--- config.mk ---
export PLATFORM = sky130hd
export DESIGN_NAME = universal_shift_reg
export DESIGN_NICKNAME = d
export VERILOG_FILES = /design/src/rtl/usr_pkg.sv /design/src/rtl/shift_frame_counter.sv /design/src/rtl/universal_shift_reg.sv
export SDC_FILE = /design/constraint.sdc
export NUM_CORES = 1
export LEC_CHECK = 0
export ABC_AREA = 1
export ABC_CLOCK_PERIOD_IN_PS = 1600
export CORE_UTILIZATION = 30
export CTS_CLUSTER_SIZE = 24
export DETAILED_ROUTE_END_ITERATION = 8
export GPL_ROUTABILITY_DRIVEN = 0
export PLACE_DENSITY = 0.58
export SYNTH_ARGS = -nofsm -noshare
export SYNTH_HDL_FRONTEND = slang
export SYNTH_SLANG_ARGS = --single-unit
export TNS_END_PERCENT = 1
--- constraint.sdc ---
create_clock -name clk -period 1.6 [get_ports clk]
set_clock_uncertainty 0.1 [all_clocks]
set_input_delay 0.32 -clock clk [delete_from_list [all_inputs] [get_ports clk]]
set_output_delay 0.32 -clock clk [all_outputs]
set_load 0.01 [all_outputs]
--- src/rtl/usr_pkg.sv ---
// Shared mode encodings for the universal shift register and its frame counter.
package usr_pkg;

  localparam logic [1:0] MODE_HOLD = 2'b00;
  localparam logic [1:0] MODE_SHR  = 2'b01;
  localparam logic [1:0] MODE_SHL  = 2'b10;
  localparam logic [1:0] MODE_LOAD = 2'b11;

  // Bits needed to hold a count of 0..frame_len inclusive.
  function automatic int cnt_width(input int frame_len);
    return (frame_len < 1) ? 1 : $clog2(frame_len + 1);
  endfunction

endpackage

--- src/rtl/shift_frame_counter.sv ---
// Counts enabled shifts and flags (combinationally, alongside inc) the shift that completes a frame.
module shift_frame_counter
  import usr_pkg::*;
#(
  parameter int FRAME_LEN = 4
) (
  input  logic clk,
  input  logic rst_n,
  input  logic inc,
  input  logic clr,
  output logic wrap
);

  localparam int CNT_W = cnt_width(FRAME_LEN);
  localparam logic [CNT_W-1:0] LAST = CNT_W'(FRAME_LEN - 1);

  logic [CNT_W-1:0] cnt_q, cnt_d;

  // NOTE: every always_comb output gets a default first so no path leaves it unassigned (no latch).
  always_comb begin
    cnt_d = cnt_q;
    wrap  = 1'b0;
    if (clr) begin
      cnt_d = '0;
    end else if (inc) begin
      if (cnt_q == LAST) begin
        cnt_d = '0;
        wrap  = 1'b1;
      end else begin
        cnt_d = cnt_q + CNT_W'(1);
      end
    end
  end

  // NOTE: state registers use non-blocking assignments so all flops update from pre-edge values.
  always_ff @(posedge clk or negedge rst_n) begin
    if (!rst_n) cnt_q <= '0;
    else        cnt_q <= cnt_d;
  end

endmodule

--- src/rtl/universal_shift_reg.sv ---
// Universal shift register: hold / shift right / shift left / parallel load, with a registered
// serial output and a frame counter that pulses frame_done and captures the word every FRAME_LEN shifts.
module universal_shift_reg
  import usr_pkg::*;
#(
  parameter int               WIDTH     = 4,
  parameter int               FRAME_LEN = 4,
  parameter logic [WIDTH-1:0] RESET_VAL = '0
) (
  input  logic             clk,
  input  logic             rst_n,
  input  logic             en,
  input  logic [1:0]       mode,
  input  logic             sin_l,
  input  logic             sin_r,
  input  logic [WIDTH-1:0] load_data,
  output logic [WIDTH-1:0] par_out,
  output logic             sout,
  output logic             frame_done,
  output logic [WIDTH-1:0] frame_word
);

  logic [WIDTH-1:0] q_q, q_d;
  logic [WIDTH-1:0] frame_word_q, frame_word_d;
  logic             sout_q, sout_d;
  logic             frame_done_q, frame_done_d;
  logic             inc, clr, wrap;

  always_comb begin
    q_d    = q_q;
    sout_d = sout_q;
    inc    = 1'b0;
    clr    = 1'b0;
    if (en) begin
      case (mode)
        MODE_SHR: begin
          q_d    = {sin_r, q_q[WIDTH-1:1]};
          sout_d = q_q[0];
          inc    = 1'b1;
        end
        MODE_SHL: begin
          q_d    = {q_q[WIDTH-2:0], sin_l};
          sout_d = q_q[WIDTH-1];
          inc    = 1'b1;
        end
        MODE_LOAD: begin
          q_d = load_data;
          clr = 1'b1;
        end
        default: ;
      endcase
    end
  end

  // The captured word is the post-shift value, so it appears on the same edge as par_out.
  always_comb begin
    frame_done_d = wrap;
    frame_word_d = wrap ? q_d : frame_word_q;
  end

  shift_frame_counter #(
    .FRAME_LEN (FRAME_LEN)
  ) u_counter (
    .clk   (clk),
    .rst_n (rst_n),
    .inc   (inc),
    .clr   (clr),
    .wrap  (wrap)
  );

  // NOTE: only real state is reset here; no memories exist, so every flop takes a defined value.
  always_ff @(posedge clk or negedge rst_n) begin
    if (!rst_n) begin
      q_q          <= RESET_VAL;
      sout_q       <= 1'b0;
      frame_done_q <= 1'b0;
      frame_word_q <= '0;
    end else begin
      q_q          <= q_d;
      sout_q       <= sout_d;
      frame_done_q <= frame_done_d;
      frame_word_q <= frame_word_d;
    end
  end

  assign par_out    = q_q;
  assign sout       = sout_q;
  assign frame_done = frame_done_q;
  assign frame_word = frame_word_q;

endmodule
; ---- Word level (Yosys, flattened, before mapping)
; Cells that the tools add are included.
[word_totals]
reg_bits = 13
inputBits = 11
out_inout_bits = 10
word_cells = 27
[op_classes]
n_addsub = 1
n_eq_ne = 4
muxes = 13
n_reduce_logical = 4
[op_table]
columns = op, count
row1 = $pmux 4 s3, 1
row2 = $mux 3, 3
row3 = $mux 1, 7
row4 = $eq 2x2->1 const B, 2
row5 = $mux 4, 1
row6 = $reduce_bool 2->1, 2
row7 = $add 3x1->3 const B, 1
row8 = $eq 3x2->1 const B, 1
row9 = $eq 2x1->1 const B, 1
row10 = $pmux 1 s2, 1
row11 = $reduce_and 2->1, 1
row12 = $reduce_or 2->1, 1

; ---- Logic depth before layout (Yosys ltp)
; Gate-level depths: netlist (run 1).
[depth]
word_depth = 6
depth_mapped = 8
mapped_depth_nobuf = 8

; ---- By module
; From an unflattened synthesis (run 1), not the netlist that was laid out.
[unflattened]
hier_cells = 103
area_unflattened_um2 = 737.0
[by_module_without_submodules]
columns = module, n_inst, cells_per_inst, area_per_inst_um2, seq_area_each_um2
row1 = universal_shift_reg, 1, 83, 584.3, 250.2
row2 = shift_frame_counter, 1, 20, 152.6, 75.1

; ---- Worst setup path after synthesis (run 1)
; Ideal clock, no wire load.
[synth_path]
path_kind = input to register
start = input port mode[0]
end = register frame_word_q[0], in the netlist frame_word[0]
setup_ns = 0.117
t_arrival_ns = 1.148
t_required_ns = 1.383
slack_ns = 0.234
path_stages = 7
path_buffers = 0
cell_sequence = inv_1 > ha_1 > nand2_2 > nor3_4 > inv_2 > nand2_1 > nand2_1
[synth_via]
elab_chain_len = 6
word_cells_on_any_way = 12
cone_classes = eq/ne: 3 / mux: 8 / reduce/logical: 1
[synth_lines]
columns = element, line_no
row1 = from (decl), universal_shift_reg.sv:13  ; input logic [1:0] mode,
row2 = $eq 2x2->1 / $eq 2x1->1 (equally long branches), universal_shift_reg.sv:35  ; case (mode)
row3 = $reduce_or 2->1 (no line), -
row4 = $mux 1, universal_shift_reg.sv:35
row5 = $mux 1, universal_shift_reg.sv:34  ; if (en) begin
row6 = $mux 1, shift_frame_counter.sv:25  ; end else if (inc) begin
row7 = $mux 1 *, shift_frame_counter.sv:23  ; if (clr) begin
row8 = named net frame_done_d, universal_shift_reg.sv:26  ; logic frame_done_q, frame_done_d;
row9 = to (signal assigned), universal_shift_reg.sv:82  ; frame_word_q <= frame_word_d;
row10 = to (decl), universal_shift_reg.sv:24  ; logic [WIDTH-1:0] frame_word_q, frame_word_d;
; Mark *: on every way through the listed nets, which the timed path passes. The rest lies on a longest branch.
; A chain may end at the register's enable or synchronous reset.

; ---- Worst setup path in the final report (run 1)
[layout_path]
start = register q_q[1], in the netlist par_out[1]
end = output port par_out[1]
[layout_rtl]
columns = element, line_no
row1 = from (decl), universal_shift_reg.sv:23  ; logic [WIDTH-1:0] q_q, q_d;
row2 = from (signal assigned), universal_shift_reg.sv:79  ; q_q <= q_d;
row3 = to (decl), universal_shift_reg.sv:17  ; output logic [WIDTH-1:0] par_out,
; No word-level cell between the ends.

==> flow_summary_export.csv, run 1 <==
group,metric,value,unit
status,outcome,"completed",
power,fin_total_pwr,0.00110,W
synth,synth_area,731,µm²
synth,synth_compound_area_share,6.85,%
setup_path,worstSetupPathType,"reg2out",
synth,synth-async-reset-ratio,100,%
synth,synth_top_family_by_area,"simple AND/OR/NAND/NOR gates",
cts,cts.sinks,13,
cells_and_area,multi_input_area,340,µm²
synth,synthAdderAreaFrac,8.56,%
floorplan,core,0.00225,mm²
timing,grt_setup_unrepaired,"false",
cells_and_area,seq_area,325,µm²
global_route,grt_overflow,0,
synth,synth_edf_count,0,
power,power_density,1050,mW/mm²
timing,finalCritPeriodShare,87.7,%
placement,dpl.hpwl,1.33,mm
setup_path,path_depth,1,
cells_and_area,area_growth,44.2,%
route,drt_pass1_iterations,4,
setup_path,r2r_cells,6,
placement,portBuffers,20,
setup_path,reg2reg_from,"u_counter.cnt_q[0]",
timing,setup_viol,0,
synth,synth_top_area_share,44.5,%
global_route,grt_usage,16.1,%
synth,seq_area_frac_synth,44.5,%
timing,max_freq,0.712,GHz
floorplan,dieArea,0.00264,mm²
cts,cts_hold_buf,0,
synth,synthMuxAreaShare,0,%
timing,min_period,1400,ps
cts,cts_inserted_buffers,3,
route,wl_per_cell,11.2,µm
hold_path,hold_class,"in2async",
route,viasPerCell,4.27,
cts,clk_latency,280,ps
setup_path,required,1180,ps
power,combPwrFrac,37.2,%
global_route,antenna_found_initial,1,
synth,synthFlopType,"dfrtp_1",
setup_path,crit_slowest_cell,"dfrtp_1",
route,postRouteAntennaNets,0,
synth,synth_warnings,0,
power,p_seq_share,43.5,%
setup_path,worst_path_largest_cell_delay,410,ps
synth,netlist_instances,97,
synth,synth_nets,113,
cts,cts_root_buf,"clkbuf_4",
cts,path_clk_slew,90,ps
timing,max_slew_margin,81.5,%
setup_path,regToRegEndpoint,"frame_word[1]",
setup_path,arrival,980,ps
flow_run,maxCapViolCount,0,
route,drt_iter0_drc,6,
global_route,grt_max_degree,14,
floorplan,boundaryPins,21,
cells_and_area,drive_above_1_share,11.6,%
route,num_vias,674,
floorplan,rows,17,
cts,htreeDepth,1,
synth,yosys-top-cells-area,"dfrtp_1 45%, nand2_1 19%, inv_1 8.7%",
synth,synth-xor-area-share,1.20,%
timing,slew_viol_final,0,
cells_and_area,fillers,234,
timing,hold_viol_final,0,
setup_path,cp.buffers_inverters,1,
cells_and_area,fin_nets,146,
power,irDropWorstVdd,0.717,mV
setup_path,critPathTopFamily,"flip-flops",
synth,synth-simple-area-share,29.6,%
synth,synth_area_per_cell,7.53,µm²
power,p_leak,0.624,nW
setup_path,cp-end-kind,"output port",
floorplan,die_w,51.4,µm
global_route,first_global_vias,707,
cts,cts_tree,"built",
setup_path,critical_path.cell_chain,"dlygate4sd2_1",
power,clkPwrFrac,19.3,%
floorplan,start_util,32.4,%
global_route,grt_pass1_wl,3.05,mm
synth,synth.top_cells.by_count,"37 x nand2_1, 17 x inv_1, 13 x dfrtp_1, 8 x nor2_1, 5 x ha_1",
power,p_switching,0.000377,W
synth,synthDominantAreaCellType,"dfrtp_1",
power,internal-power,0.000724,W
power,p_sw_share,34.2,%
synth,ys_ff_latch,13,
setup_path,r2r_setup_slack,230,ps
setup_path,path_max_fanout,4,
synth,yosysMostFrequentCell,"nand2_1",
route,drcViolationCount,0,
floorplan,die_y,51.4,µm
timing,worst_slew_pin_slew,277,ps
synth,synth_cell_types,14,
timing,final.setup.tns,0,ps
route,wirelength,1.76,mm
cts,cts_buffer_depth,2,
setup_path,cp-start-kind,"flip-flop",
-- metal layers --
| layer | track usage (%) | vias to the layer above | wire length, µm |
|---|---|---|---|
| li1 | - | 358 | - |
| met1 | 18.9 | 300 | 776 |
| met2 | 27.9 | 14 | 901 |
| met3 | 3.87 | 2 | 76 |
| met4 | 6.31 | 0 | 10 |
| met5 | 0 | - | 0 |
-- power groups by stage --
stage	registers (W)	clock network (W)	logic (W)
6_report	0.000479	0.000212	0.000409
5_1_grt	0.000500	0.000237	0.000472
4_1_cts	0.000484	0.000222	0.000425
3_5_place_dp	0.000494	0	0.000446
3_3_place_gp	0.000494	0	0.000433
2_1_floorplan	0.000519	0	0.000174
-- per-stage QoR --
| stage | cell area, µm² | std cells | utilization [%] | hold WS, ps | worst slack [ps] |
|---|---|---|---|---|---|
| after floorplan | 731 | 97 | - | -75.6 | 234 |
| after global placement | 1020 | 152 | 45.2 | 375 | -320 |
| after detailed placement | 1020 | 152 | 45.2 | 372 | -369 |
| after CTS | 1040 | 157 | 46.3 | 245 | 3.57 |
| after global routing | 1050 | 158 | 46.7 | 252 | 31.6 |
| final | 1050 | 158 | 46.7 | 240 | 196 |
-- layout by cell type (no fill, tap or decap), drive strengths merged --
cell type / instances
a21boi: 4
a21oi: 2
buf: 8
clkbuf: 4
clkdlybuf4s50: 8
dfrtp: 13
diode: 1
dlygate4sd2: 9
dlymetal6s2s: 3
ha: 5
inv: 18
nand2: 38
nand3: 4
nor2: 8
nor3: 2
o21ai: 2
xor2: 1
-- logic make-up (layout without fill, tap and decap cells) --
kind of cell | after synthesis | count (layout)
AND/OR/NAND/NOR | 52 | 52
AO/OA/AOI/OAI | 8 | 8
other | 0 | 1
flip-flops | 13 | 13
XOR/XNOR | 1 | 1
buffers and inverters | 18 | 50
adder cells (fa/ha/maj) | 5 | 5
-- how the worst max path moves through the flow --
| stage | startpoint | end | slack (ps) |
|---|---|---|---|
| 4_1_cts | frame_word[1] | frame_word[1] | 4 |
| 5_1_grt | u_counter.cnt_q[0] | frame_word[0] | 30 |
| 6_report | par_out[1] | par_out[1] | 200 |
| 3_5_place_dp | mode[0] | frame_word[0] | -370 |
| 3_3_place_gp | mode[0] | frame_word[1] | -320 |
| 2_1_floorplan | mode[0] | frame_word[0] | 230 |
-- area by class of cell --
class	instances	share of cell area [%]
Tap cell	28	3.33
Antenna cell	1	0.238
Clock buffer	4	2.49
Timing Repair Buffer	28	24.3
Multi-Input combinational cell	66	32.3
Sequential cell	13	30.9
Inverter	18	6.41
-- timing repair --
item,in CTS,in global routing
setup buffers,1,0
setup endpoints to repair,16,3
gates resized for setup,10,3
hold endpoints to repair,0,0
gates cloned,0,0
pin swaps,1,0
-- sequential cells by signal, summed over array words and instances, names as in the netlist --
signal	flops
u_counter.cnt_q	3
sout	1
par_out	4
frame_done	1
frame_word	4
(Power assumes the default switching activity.)
==> run 2: changes to the inputs <==
--- a/config.mk
+++ b/config.mk
@@ -6,12 +6,13 @@
 export NUM_CORES = 1
 export LEC_CHECK = 0
 export ABC_AREA = 1
-export ABC_CLOCK_PERIOD_IN_PS = 1600
+export CAP_MARGIN = 10
 export CORE_UTILIZATION = 30
 export CTS_CLUSTER_SIZE = 24
 export DETAILED_ROUTE_END_ITERATION = 8
 export GPL_ROUTABILITY_DRIVEN = 0
 export PLACE_DENSITY = 0.58
+export SLEW_MARGIN = 20
 export SYNTH_ARGS = -nofsm -noshare
 export SYNTH_HDL_FRONTEND = slang
 export SYNTH_SLANG_ARGS = --single-unit
==> results of run 2 <==
Final layout, timing and power as in run 1 (identical DEF).
==> run 3: changes to the inputs <==
--- a/config.mk
+++ b/config.mk
@@ -12,6 +12,7 @@
 export DETAILED_ROUTE_END_ITERATION = 8
 export GPL_ROUTABILITY_DRIVEN = 0
 export PLACE_DENSITY = 0.58
+export RECOVER_POWER = 25
 export SLEW_MARGIN = 20
 export SYNTH_ARGS = -nofsm -noshare
 export SYNTH_HDL_FRONTEND = slang
==> run 3 against run 2 <==
Net effect:
- non-clock buffer count unchanged
- critical endpoint unchanged
- global-route usage is the same
- critical path type unchanged
- hold slack better by 140 ps
- sequential power about the same
- fmax stayed put
- first-iteration DRC count stayed put
- combinational power about the same
- wire length is 0.23% lower
- count of clock-buffer cells in the layout did not move
==> flow_summary_export.csv, run 3 (synthesis results as in run 1) <==
group,metric,value,unit
global_route,antenna_found_initial,1,
power,p_seq_share,43.6,%
power,fin_total_pwr,0.00110,W
cells_and_area,area_growth,43.7,%
route,met2_length,901,µm
route,met1Wirelength,773,µm
timing,hold_viol_final,0,
timing,worst_slew_pin_slew,734,ps
cells_and_area,final_common_cell,"nand2_1",
setup_path,r2r_cells,6,
floorplan,dieArea,0.00264,mm²
floorplan,die_y,51.4,µm
global_route,grt_pass1_wl,3.05,mm
power,p_sw_share,34.2,%
power,internal-power,0.000723,W
route,drt_iter0_drc,6,
route,viasPerCell,4.28,
floorplan,rows,17,
setup_path,worst_path_largest_cell_delay,410,ps
route,dr_wl_met3,75,µm
floorplan,core,0.00225,mm²
hold_path,hold_class,"reg2reg",
timing,slew_viol_final,0,
cells_and_area,final_util,46.6,%
power,combPwrFrac,37.1,%
route,num_vias,676,
cells_and_area,design_area,0.00105,mm²
floorplan,boundaryPins,21,
setup_path,cp-start-kind,"flip-flop",
timing,min_period,1400,ps
placement,placedCellCount,152,
setup_path,arrival,980,ps
setup_path,crit_path_end,"par_out[1]",
setup_path,critPathTopFamily,"flip-flops",
setup_path,crit_slowest_cell,"dfrtp_1",
route,highest_layer,"met4",
setup_path,worstSetupPathType,"reg2out",
cts,path_clk_slew,90,ps
cells_and_area,drive_above_1_share,10.9,%
cts,cts.sinks,13,
global_route,first_global_vias,707,
setup_path,required,1180,ps
placement,portBuffers,20,
power,irDropWorstVdd,0.717,mV
placement,dpl.hpwl,1.33,mm
global_route,grt_overflow,0,
power,power_density,1050,mW/mm²
route,wl_per_cell,11.1,µm
global_route,grt_max_degree,14,
route,drcViolationCount,0,
setup_path,cp-end-kind,"output port",
cts,cts_inserted_buffers,3,
setup_path,crit_start,"par_out[1]",
route,wirelength,1.76,mm
timing,grt_setup_unrepaired,"false",
floorplan,die_w,51.4,µm
setup_path,regToRegEndpoint,"frame_word[1]",
setup_path,path_depth,1,
timing,max_freq,0.712,GHz
power,clkPwrFrac,19.3,%
global_route,grt_usage,16.1,%
route,postRouteAntennaNets,0,
cts,cts_hold_buf,0,
placement,dpl_cell_area,0.00102,mm²
timing,max_slew_margin,51.1,%
power,p_leak,0.621,nW
cts,cts_buffer_depth,2,
timing,whs,382,ps
floorplan,start_util,32.4,%
cts,cts_tree,"built",
setup_path,cp.buffers_inverters,1,
cts,htreeDepth,1,
cts,cts_root_buf,"clkbuf_4",
setup_path,path_max_fanout,4,
timing,finalCritPeriodShare,87.7,%
setup_path,critical_path.cell_chain,"dlygate4sd2_1",
route,drt_pass1_iterations,4,
setup_path,r2r_setup_slack,230,ps
cells_and_area,final_cells,158,
flow_run,maxCapViolCount,0,
status,outcome,"completed",
power,p_switching,0.000376,W
cts,clk_latency,280,ps
cells_and_area,final_cell_mix,"37 x nand2_1, 17 x inv_1, 13 x dfrtp_1",
timing,setup_viol,0,
setup_path,reg2reg_from,"u_counter.cnt_q[0]",
cells_and_area,fin_nets,146,
run 3: repair_timing:
action | in CTS | in global routing
setup endpoints to repair | 16 | 3
resized for setup | 10 | 3
pin swaps | 1 | 0
setup buffers | 1 | 0
run 3: routing by layer:
metal / global-route usage (%) / vias to the layer above
met2: 27.9 / 14
met5: 0 / -
li1: - / 358
met4: 6.31 / 0
met1: 18.9 / 302
met3: 3.87 / 2
run 3: worst min path at each step:
| stage | startpoint | endpoint | slack (ps) | depth (start not counted) |
|---|---|---|---|---|
| after floorplan | rst_n | frame_done | -80 | 0 |
| after global placement | frame_word[0] | frame_word[0] | 370 | 2 |
| after detailed placement | frame_word[2] | frame_word[2] | 370 | 2 |
| after CTS | rst_n | sout | 240 | 2 |
| after global routing | frame_word[2] | frame_word[2] | 430 | 2 |
| final | frame_word[0] | frame_word[0] | 380 | 2 |
run 3: power by group through the flow:
stage / Combinational, W / Sequential (W) / Clock, W
detailed placement: 0.000446 / 0.000494 / 0
global placement: 0.000433 / 0.000494 / 0
CTS: 0.000425 / 0.000484 / 0.000222
global route: 0.000470 / 0.000500 / 0.000237
floorplan: 0.000174 / 0.000519 / 0
finish: 0.000408 / 0.000479 / 0.000212
run 3: layout make-up:
type,instances,area [µm²]
Tap cell,28,35.0
Inverter,18,67.6
Multi-Input combinational cell,66,340
Timing Repair Buffer,28,253
Fill cell,234,1200
Clock buffer,4,26.3
Sequential cell,13,325
Antenna cell,1,2.50
run 3: stage by stage:
step,TNS (ps),setup WS (ps)
after floorplan,0,234
after global placement,-3100,-320
after detailed placement,-3780,-369
after CTS,0,3.57
after global routing,0,31.6
final,0,196
==> RTL change (flow settings as in run 3) <==
`frame_word_q` no longer has a reset.
--- a/src/rtl/universal_shift_reg.sv
+++ b/src/rtl/universal_shift_reg.sv
@@ -74,13 +74,15 @@
       q_q          <= RESET_VAL;
       sout_q       <= 1'b0;
       frame_done_q <= 1'b0;
-      frame_word_q <= '0;
     end else begin
       q_q          <= q_d;
       sout_q       <= sout_d;
       frame_done_q <= frame_done_d;
-      frame_word_q <= frame_word_d;
     end
+  end
+
+  always_ff @(posedge clk) begin
+    frame_word_q <= frame_word_d;
   end
 
   assign par_out    = q_q;
Check against the original RTL: differs if rst_n is asserted again (counterexample within 10 cycles, from zero or initial values and one cycle with rst_n low); with rst_n held inactive, the same outputs for 10 cycles.
==> RTL change against run 3 <==
Die area decreased by 7.9%; sequential cell count unchanged; final area decreased by 6.2%; power decreased by 22%; area after synthesis decreased by 8.2%; worst setup slack got worse by 0.12 ns; count of clock-buffer cells in the layout unchanged; wire length decreased by 24%; critical endpoint is now frame_word[3]; critical path type unchanged.
==> RTL change: results (changes against run 3) <==
| Metric | Value |
|---|---|
| Critical-path maximum fanout | 1 (-3) |
| Peak VDD IR | 549 uV (-24%) |
| Outcome | complete, no violations |
| Crit Reg-Reg Endpoint | frame_word[3]$_DFFE_PP_ |
| N_diodes | 0 (-1) |
| Minimum setup slack after placement | -0.356 ns (+0.0130 ns) |
| Synthesized area per cell | 8.08 um2 (+7.3%) |
| Detailed router's first-iteration violation count | 2 (-4) |
| Max incr delay on CP | 0.52 ns (+0.11 ns) |
| Static leakage | 0.511 nW (-18%) |
| Slew at the pin closest to its max-slew limit | 0.461 ns (-0.273 ns) |
| Final hold slack | 0.334 ns (-0.0490 ns) |
| Critical path endpoint | frame_word[3] |
| Count of flip-flops with a built-in enable after synthesis | 4 (+4) |
| Final routed wirelength across all metal layers | 1.33 mm (-24%) |
| Detailed Routing Iterations Pass 1 | 2 (-2) |
| Via density | 4.15 (-3.1%) |
| Share of the yosys chip area belonging to registers | 0.515 (+0.0697) |
| Placed wire-length estimate after detailed placement | 1.08 mm (-19%) |
| Leading cell types by count after synthesis | nand2_1 (31), nor2_1 (15), dfrtp_1 (9), inv_1 (9), ha_1 (5) |
| Total routing usage reported by global routing | 0.133 (-0.0278) |
| Total number of nets in the final design | 132 (-9.6%) |
| R2R Setup Slk | 0.19 ns (-0.04 ns) |
| Number of nets in the synthesized netlist | 99 (-12%) |
| Timing startpoint of the critical path | frame_word[3]$_DFFE_PP_ |
[RTL change: what timing repair did]
item,4_1_cts,5_1_grt
gates cloned,0,0
setup endpoints to repair,9,1
gates resized for setup,7,1
buffers inserted,0,0
pin swaps,2,0
[RTL change: logic make-up (layout without fill, tap and decap cells)]
| logic type | Yosys count | in the layout | share of synthesized area |
|---|---|---|---|
| flip-flops | 13 | 13 | 0.515 |
| AND/OR/NAND/NOR | 52 | 52 | 0.313 |
| AO/OA/AOI/OAI | 3 | 3 | 0.0224 |
| adder cells (fa/ha/maj) | 5 | 5 | 0.0933 |
| buffers and inverters | 10 | 42 | 0.0560 |
[RTL change: power breakdown]
part | switching [mW] | total, mW | leakage (nW) | internal [mW]
clock | 0.0944 | 0.191 | 0.0150 | 0.0964
sequential | 0.0340 | 0.426 | 0.147 | 0.392
combinational | 0.121 | 0.240 | 0.349 | 0.119
[RTL change: area by class of cell]
class | instances | area [um2] | share of cell area
Clock buffer | 4 | 26.3 | 0.0267
Inverter | 10 | 37.5 | 0.0381
Multi-Input combinational cell | 60 | 288 | 0.292
Sequential cell | 13 | 345 | 0.351
Tap cell | 27 | 33.8 | 0.0343
Timing Repair Buffer | 28 | 254 | 0.258
[RTL change: stage by stage]
step | instance area (um2) | util
floorplan | 671 | -
global placement | 965 | 0.477
detailed placement | 965 | 0.477
CTS | 982 | 0.486
global route | 985 | 0.487
finish | 985 | 0.487
[RTL change: routing by layer]
| metal | GRT usage | vias to the layer above | routed length, um |
|---|---|---|---|
| met5 | 0 | - | 0 |
| met4 | 0.0294 | 0 | 0 |
| met3 | 0.0498 | 0 | 68 |
| met2 | 0.235 | 15 | 670 |
| met1 | 0.150 | 259 | 593 |
| li1 | - | 315 | - |
